==> src/rtl/rv32_writeback.sv <==
// RV32 writeback stage: registers the memory-stage result, aligns loads, drives the RF write port.
// Define RV32_WB_TRACE_EN to add pc_in / trace_pc_out retirement tracing.
module rv32_writeback (
  input  logic        clk,
  input  logic        reset,
  input  logic        valid_in,
  input  logic        stall_in,
  input  logic        flush_in,
  input  logic [4:0]  rd_in,
  input  logic        rd_write_in,
  input  logic        mem_read_in,
  input  logic [1:0]  mem_width_in,
  input  logic        mem_zero_extend_in,
  input  logic [1:0]  addr_low_in,
  input  logic [31:0] mem_read_value_in,
  input  logic        csr_read_in,
  input  logic [31:0] csr_read_value_in,
  input  logic [31:0] result_in,
`ifdef RV32_WB_TRACE_EN
  input  logic [31:0] pc_in,
  output logic [31:0] trace_pc_out,
`endif
  output logic [4:0]  rd_out,
  output logic        rd_write_out,
  output logic [31:0] rd_value_out,
  output logic        instr_retired_out
);

  logic        cap;
  logic [7:0]  byte_sel;
  logic [15:0] half_sel;
  logic [31:0] load_val;
  logic [31:0] sel_val;

  logic [4:0]  rd_q, rd_d;
  logic        rd_write_q, rd_write_d;
  logic [31:0] rd_value_q, rd_value_d;
  logic        retired_q, retired_d;

  assign cap = valid_in & ~stall_in & ~flush_in;

  always_comb begin
    byte_sel = mem_read_value_in[8*addr_low_in +: 8];
    half_sel = addr_low_in[1] ? mem_read_value_in[31:16]
                              : mem_read_value_in[15:0];
    load_val = mem_read_value_in;
    case (mem_width_in)
      2'b00: load_val = {{24{~mem_zero_extend_in & byte_sel[7]}},
                         byte_sel};
      2'b01: load_val = {{16{~mem_zero_extend_in & half_sel[15]}},
                         half_sel};
      default: load_val = mem_read_value_in;
    endcase
  end

  // Load beats CSR if both are flagged.
  always_comb begin
    sel_val = result_in;
    priority case (1'b1)
      mem_read_in: sel_val = load_val;
      csr_read_in: sel_val = csr_read_value_in;
      default:     sel_val = result_in;
    endcase
  end

  always_comb begin
    rd_d       = rd_q;
    rd_value_d = rd_value_q;
    rd_write_d = 1'b0;
    retired_d  = 1'b0;
    if (cap) begin
      rd_d       = rd_in;
      rd_value_d = sel_val;
      rd_write_d = rd_write_in & (rd_in != 5'd0);
      retired_d  = 1'b1;
    end
  end

  always_ff @(posedge clk) begin
    if (reset) begin
      rd_q       <= 5'd0;
      rd_write_q <= 1'b0;
      rd_value_q <= 32'd0;
      retired_q  <= 1'b0;
    end else begin
      rd_q       <= rd_d;
      rd_write_q <= rd_write_d;
      rd_value_q <= rd_value_d;
      retired_q  <= retired_d;
    end
  end

  assign rd_out            = rd_q;
  assign rd_write_out      = rd_write_q;
  assign rd_value_out      = rd_value_q;
  assign instr_retired_out = retired_q;

`ifdef RV32_WB_TRACE_EN
  logic [31:0] pc_q, pc_d;

  always_comb begin
    pc_d = pc_q;
    if (cap) pc_d = pc_in;
  end

  always_ff @(posedge clk) begin
    if (reset) pc_q <= 32'd0;
    else       pc_q <= pc_d;
  end

  assign trace_pc_out = pc_q;
`endif

endmodule

==> config.mk <==
export PLATFORM = sky130hd
export DESIGN_NAME = rv32_writeback
export DESIGN_NICKNAME = d
export VERILOG_FILES = /design/src/rtl/rv32_writeback.sv
export SDC_FILE = /design/constraint.sdc
export NUM_CORES = 1
export LEC_CHECK = 0
export ABC_AREA = 1
export CORE_MARGIN = 3
export CORE_UTILIZATION = 39
export DETAILED_ROUTE_END_ITERATION = 8
export GPL_ROUTABILITY_DRIVEN = 0
export PLACE_DENSITY = 0.91
export SLEW_MARGIN = 25
export SYNTH_ARGS = -nofsm -noshare
export SYNTH_HDL_FRONTEND = slang
export SYNTH_SLANG_ARGS = --single-unit
==> constraint.sdc <==
create_clock -name clk -period 1.6 [get_ports clk]
set_input_delay 0.4 -clock clk [delete_from_list [all_inputs] [get_ports clk]]
set_output_delay 0.4 -clock clk [all_outputs]
set_load 0.05 [all_outputs]
Word level (Yosys, flattened, before mapping)
Cells that the tools add are included.
Word-level totals
  register bits after elaboration: 39
  output and inout bits: 39
  logic and storage cells: 23
Operators by class
  equal/unequal tests: 1
  shift operators: 1
  multiplexer cells: 5
  bitwise operators: 9
  reduce and logical (&&, ||, !) cells: 3
Operator list (number)
  $mux W32: 2
  $pmux W32 S2: 1
  $shiftx A32 B6 Y8: 1
  $mux W16: 1
  $and A1 B1 Y1: 5
  $reduce_bool A5 Y1: 1
  $not A1 Y1: 4
  $eq A2 B1 Y1 const B: 1
  $logic_not A2 Y1: 1
  $reduce_or A2 Y1: 1
  $mux W1: 1

Logic depth before layout (Yosys ltp)
Gate-level depths: netlist of run 1.
  depth in word-level cells: 5
  gate-level depth with buffers: 11

Least setup slack after synthesis of run 1
No wires, ideal clock.
  path type: input -> register
  from: in mem_width_in[1]
  to: reg rd_value_q[21] (netlist: rd_value_out[21])
  setup time: 67 ps
  arrival time: 1267 ps
  data required time: 1533 ps
  setup slack: 266 ps
  cell stages on the path: 11
  cells stage by stage: buf_6 -> inv_4 -> nand2_1 -> nor2_1 -> nand2_1 -> nand2_2 -> nand2_4 -> buf_6 -> nand3_2 -> nand2_1 -> a21oi_2
On the way
  word-level cells in the longest chain between the ends: 3
  elaborated cells on any way between the ends: 4
RTL lines
  start, declared: RTL line 12  | input logic [1:0] mem_width_in,
  $eq A2 B1 Y1 or $logic_not A2 Y1 (tied branches): RTL line 47  | case (mem_width_in)
  $pmux W32 S2 (*): RTL line 47
  $mux W32 (*): RTL line 59  | priority case (1'b1)
  end signal, assigned: RTL line 88  | rd_value_q <= rd_value_d;
  end, declared: RTL line 37  | logic [31:0] rd_value_q, rd_value_d;
Every way passes the cells marked *; elsewhere a longest branch is shown, timed or not.
A chain may end at the register's enable or synchronous reset.

Worst setup path after layout of run 1
  from: in mem_read_in
  to: reg rd_value_q[7] (netlist: rd_value_out[7])
On the way
  word-level cells in the longest chain between the ends: 1
RTL lines
  start, declared: RTL line 11  | input logic mem_read_in,
  $mux W32: RTL line 59
No other way between the ends.

==> summary.txt, run 1 <==
STA
  • Setup Viol. Count Final: 2
  • Min setup slack post-route: -0.1146 ns
  • Crit path time final: 1.715 ns
  • Final period utilization: 1.072
  • Fmax: 583.2 MHz
  • Hold slack: 0.5756 ns
  • Max-slew headroom at the worst pin: 0.7686
  • Max-slew violation count: 0
  • Slew @ Worst Pin: 0.3434 ns
  • Hold Vio Cnt, Final: 0
  • Worst Skew: 0 ns

Place
  • Area of placed instances: 5055 um2
  • IO Port Bufs: 152
  • Dpl hpwl: 9.131 mm
  • Inst Count DP: 698
  • Place WS: -0.3608 ns

Global route
  • Vias in the first global route: 3876
  • First-pass GRT wire length: 18.38 mm
  • Largest net degree at the start of global routing: 36
  • Total gr overflow: 0
  • All-Layer GR Usage: 0.2756
  • Antenna violations before repair: 0

CTS
  • CTS tree: yes
  • CTS buffer count: 5
  • Clock transition at path regs: 0.08 ns
  • H-tree depth: 2
  • CTS root buf: clkbuf_8
  • Num Clock Sinks: 39
  • Clock Latency Late Sink: 0.29 ns
  • Cts hold-fix bufs: 0
  • Clock Path Buffers: 2

Synth
  • Mux share of post-synthesis cell area: 0
  • Count leader, synth: nand2_1
  • Post-synthesis async set-or-reset flop share: 0
  • Top-area cell type share of the netlist area: 0.2857
  • Synth Area in Compound Gates: 0.2656
  • Netlist cell types: 22
  • Seq/Total Area, Yosys: 0.2857
  • Synth Area in Simple Gates: 0.3686
  • Post-synth top area cell: dfxtp_1
  • Synthesized cell area: 2733 um2
  • Largest family of logic cells by synthesized area: simple AND/OR/NAND/NOR gates
  • Synth Warn #: 0
  • Synth top cells by count: nand2_1 (111), nor2_1 (61), a21oi_1 (53), o21ai_0 (53), dfxtp_1 (39)
  • Mapped Cells: 441
  • Syn_nets: 555
  • Prevailing post-synth register cell: dfxtp_1
  • Number of synthesized register bits: 39
  • Largest cells by area after synthesis: dfxtp_1 (29%), nand2_1 (15%), a21oi_1 (9.7%)
  • Xor and xnor area share after synthesis: 0
  • Number of synthesized flops with an enable pin: 0
  • Synth Area in Adders: 0
  • Mean Syn Cell Area: 6.196 um2

Floorplan
  • Die Y: 89.71 um
  • Core area: 6568 um2
  • Die width: 89.71 um
  • Die Area: 8047 um2
  • FP Rows: 29
  • # IOs: 153
  • Initial core utilization: 0.4161

Cells and area
  • Final net count: 730
  • Non-Filler Instances: 710
  • Design Area, Final: 5223 um2
  • Layout cells sized above 1: 0.2269
  • Layout area overhead: 91.12%
  • Ant diodes: 0

Pwr
  • Max VDD drop: 502.1 uV
  • Pwr Density: 581.0 nW/um2
  • Post-layout power: 3.034 mW
  • LEAKAGE: 2.312 nW

Worst setup path
  • Critical Path End: rd_value_out[7]
  • R2r endpoint: rd_value_out[7]
  • FF-to-FF Start: rd_value_out[7]
  • CP startpoint kind: input port
  • Minimum setup slack among reg-to-reg paths: 0.69 ns
  • Critical path required time: 1.76 ns
  • Worst Setup SP: mem_read_in
  • Crit Path Class: input port to flop
  • CP Max Fanout: 25
  • Worst setup EP type: flop
  • Cells on worst reg2reg path: 2
  • Crit path DAT: 1.87 ns

Status
  • Status: finished, violations left
  • Failing checks: negative setup slack

Drt
  • DRT iter0 DRCs: 299
  • Routed wire per std cell: 16.56 um
  • 1st-pass router iterations: 5
  • Vias: 3808
  • Post-DR vias/cell: 5.363
  • Total wire length: 11.76 mm
  • Remaining antenna violation count: 0
  • # DRC: 0

Min path
  • HP Class: flop to flop

Flow run
  • Max Cap Violations: 0
per-layer routing:
layer / global-route usage / routed length, um / part of all wire
met5: 0 / 0 / 0
met3: 0.07012 / 893 / 0.076
met1: 0.2890 / 4154 / 0.35
met4: 0.1507 / 676 / 0.058
met2: 0.5019 / 6031 / 0.51
flip-flops by register name (all words and copies together) (netlist names):
| register | count |
|---|---|
| rd_value_out | 32 |
| rd_out | 5 |
| instr_retired_out | 1 |
| rd_write_out | 1 |
timing repair:
item                       CTS  global route
cloned                       1             0
gates resized for setup      6             5
setup endpoints to repair    9             6
buffers inserted             0             3
pin swaps                    3             7
where the power goes:
| group | leakage (nW) | internal [mW] | switching [mW] |
|---|---|---|---|
| Combinational | 1.95 | 0.664 | 0.619 |
| Clock | 0.0412 | 0.305 | 0.373 |
| Sequential | 0.319 | 1.02 | 0.0523 |
worst max-delay path, stage by stage:
cell and delay [ns]:
clkdlybuf4s50_1 0.48, clkinv_1 0.12, buf_12 0.18, a21oi_1 0.13
nand2_1 0.07, o21ai_0 0.31, a21oi_1 0.18
cell families after synthesis:
logic type      Yosys count
buf+inv                  48
compound gates          130
simple gates            224
flops                    39
layout by cell type (no fill, tap or decap), types with 2 or more instances in the layout:
cell / n
a21oi_1: 53
a21oi_2: 18
buf_12: 49
buf_4: 37
clkbuf_8: 5
clkdlybuf4s50_1: 106
dfxtp_1: 39
dlygate4sd2_1: 4
dlymetal6s2s_1: 3
inv_1: 12
inv_4: 2
nand2_1: 108
nand2_2: 5
nand2_4: 2
nand3_1: 29
nand3_2: 15
nor2_1: 61
o21ai_0: 53
o22ai_1: 6
per-stage QoR:
stage,utilization,setup TNS [ns]
after floorplan,-,0
final,0.7952,-0.1302
after CTS,0.7880,0
after detailed placement,0.7697,-9.050
after global placement,0.7697,-6.273
after global routing,0.7952,-0.8572
worst min path at each step:
stage	start	to	slack, ns	depth (start not counted)
finish	rd_out[2]	rd_out[2]	0.58	2
floorplan	reset	instr_retired_out	0.48	1
detailed placement	rd_value_out[20]	rd_value_out[20]	0.56	2
global placement	rd_out[4]	rd_out[4]	0.56	2
CTS	rd_value_out[20]	rd_value_out[20]	0.58	2
global route	rd_value_out[20]	rd_value_out[20]	0.61	2
cell type report:
type                    instances  area, um2
repair buffers                200       2425
multi-input cells             354       1750
fillers                       413       1345
flip-flops and latches         39      780.7
well taps                      93      116.4
clock buffers                   6      72.57
inverters                      16      65.06
clock inverters                 2      12.51
Note: power is estimated with default switching activity, not from simulation.
==> inputs of run 2 (changes only) <==
--- a/config.mk
+++ b/config.mk
@@ -6,7 +6,6 @@
 export NUM_CORES = 1
 export LEC_CHECK = 0
 export ABC_AREA = 1
-export CORE_MARGIN = 3
 export CORE_UTILIZATION = 39
 export DETAILED_ROUTE_END_ITERATION = 8
 export GPL_ROUTABILITY_DRIVEN = 0
==> run 2 against run 1 <==
Against the previous run: the flow now finishes without violations; setup slack improved by 0.17 ns; clock-buffer cell count grew 1; utilization decreased by 3.1 points; combinational power barely moved; cell count unchanged; sequential cell count stayed put; design area fell by 0.65%.
==> summary.txt, run 2 (synthesis results as in run 1) <==
STA
  • Max-slew violation count: 0
  • Max-slew headroom at the worst pin: 0.7489
  • Hold Vio Cnt, Final: 0
  • Final period utilization: 0.9677
  • Hold slack: 0.5770 ns
  • Setup TNS: 0 ns
  • Min setup slack post-route: 0.05174 ns
  • Setup Viol. Count Final: 0
  • Fmax: 645.9 MHz
  • Worst Skew: 0 ns
  • Slew @ Worst Pin: 0.3727 ns
  • Crit path time final: 1.548 ns

Pwr
  • Max VDD drop: 502.8 uV
  • LEAKAGE: 2.282 nW
  • Post-layout power: 3.089 mW
  • Pwr Density: 595.4 nW/um2

Flow run
  • Max Cap Violations: 0

Global route
  • Vias in the first global route: 3543
  • Antenna violations before repair: 0
  • Largest net degree at the start of global routing: 38
  • All-Layer GR Usage: 0.2860
  • First-pass GRT wire length: 16.53 mm
  • Total gr overflow: 0

Place
  • Area of placed instances: 5004 um2
  • IO Port Bufs: 152
  • Dpl hpwl: 8.496 mm
  • Inst Count DP: 697
  • Place WS: -0.3331 ns

Drt
  • DRT iter0 DRCs: 336
  • Total wire length: 11.08 mm
  • Post-DR vias/cell: 5.259
  • Remaining antenna violation count: 0
  • # DRC: 0
  • Routed wire per std cell: 15.60 um
  • Vias: 3734
  • 1st-pass router iterations: 5

Floorplan
  • Core area: 6794 um2
  • Die Area: 7345 um2
  • Die width: 85.71 um
  • # IOs: 153
  • Initial core utilization: 0.4022
  • Die Y: 85.71 um
  • FP Rows: 30

CTS
  • Clock transition at path regs: 0.08 ns
  • CTS buffer count: 5
  • CTS root buf: clkbuf_8
  • Clock Latency Late Sink: 0.29 ns
  • CTS tree: yes
  • H-tree depth: 2
  • Cts hold-fix bufs: 0
  • Num Clock Sinks: 39
  • Clock Path Buffers: 2

Cells and area
  • Most common cell after layout, fill and taps aside: clkdlybuf4s50_1
  • Layout area overhead: 89.88%
  • Fin util: 0.7637
  • Final net count: 726
  • Layout cells sized above 1: 0.2268
  • Non-Filler Instances: 710
  • Filler cell count in the final layout: 451
  • Commonest non-fill, non-tap cells in the layout: clkdlybuf4s50_1 (108), nand2_1 (107), nor2_1 (61), a21oi_1 (52), o21ai_0 (52)
  • Design Area, Final: 5189 um2
  • Max reg flops: 32

Worst setup path
  • Crit path max-delay cell type: clkdlybuf4s50_1
  • CP Max Fanout: 23
  • FF-to-FF Start: rd_value_out[30]
  • Minimum setup slack among reg-to-reg paths: 0.82 ns
  • Critical path required time: 1.78 ns
  • Most frequent CP cell: a21oi_1
  • Crit path DAT: 1.73 ns
  • Cells on worst reg2reg path: 2
  • Crit Path Class: input port to flop
  • Cell Chain, Critical Path: clkdlybuf4s50_1 > clkinv_2 > buf_12 > a21oi_1 > nand2_1 > o21ai_1 > a21oi_1
  • Worst setup EP type: flop
  • R2r endpoint: rd_value_out[30]
  • Crit path largest cell delay: 0.51 ns
  • CP startpoint kind: input port

Min path
  • Hold_sp: rd_out[2]
  • Hold endpoint: rd_out[2]
  • HP Class: flop to flop
  • Hold depth: 2

Status
  • Status: complete, no violations
==> run 2: cell count changes in the layout (fill, tap and decap cells not counted), moves of 2 or more <==
cell | previous run | this run
buf_12 | 49 | 46
buf_4 | 37 | 34
dlygate4sd2_1 | 4 | 1
buf_6 | 0 | 2
clkbuf_8 | 5 | 7
clkdlybuf4s50_1 | 106 | 108
==> run 2: worst max path at each step <==
| stage | from | endpoint | cells after the start | slack (ns) |
|---|---|---|---|---|
| 2_1_floorplan | mem_width_in[1] | rd_value_out[21] | 11 | 0.27 |
| 3_3_place_gp | addr_low_in[1] | rd_value_out[11] | 9 | -0.26 |
| 3_5_place_dp | addr_low_in[1] | rd_value_out[23] | 11 | -0.33 |
| 4_1_cts | mem_width_in[1] | rd_value_out[13] | 12 | 0.01 |
| 5_1_grt | mem_read_in | rd_value_out[7] | 7 | -0.04 |
| 6_report | mem_read_in | rd_value_out[7] | 7 | 0.05 |
==> run 2: timing repair <==
action / in CTS / in global routing
setup buffers: 0 / 3
cloned: 0 / 1
endpoints found under the hold margin: 0 / 0
setup endpoints to repair: 9 / 26
pin swaps: 0 / 5
resized for setup: 3 / 11
==> run 2: layout make-up <==
cell class	count	area, um2	area share
Timing Repair Buffer	196	2364	0.4555
Multi-Input combinational cell	354	1752	0.3376
Sequential cell	39	780.7	0.1505
Tap cell	96	120.1	0.02315
Clock buffer	7	96.34	0.01857
Inverter	16	66.31	0.01278
Clock inverter	1	7.507	0.001447
Antenna cell	1	2.502	0.0004823
==> run 2: critical path, delay by kind of cell <==
kind	cells	cell delay (ns)
AOI/OAI and AO/OA	3	0.44
buffers and inverters	3	0.80
and+or+nand+nor	1	0.09
==> run 2: per-layer routing <==
| metal | track usage | share of wire | up-vias |
|---|---|---|---|
| li1 | - | - | 1807 |
| met1 | 0.3108 | 0.38 | 1709 |
| met2 | 0.5476 | 0.51 | 189 |
| met3 | 0.06352 | 0.083 | 29 |
| met4 | 0.08939 | 0.028 | 0 |
| met5 | 0 | 0 | - |
==> run 2: where the power goes <==
part / internal (mW) / total, mW / switching (mW)
Combinational: 0.656 / 1.27 / 0.613
Clock: 0.392 / 0.746 / 0.354
Sequential: 1.02 / 1.07 / 0.0534
Total: 2.07 / 3.09 / 1.02
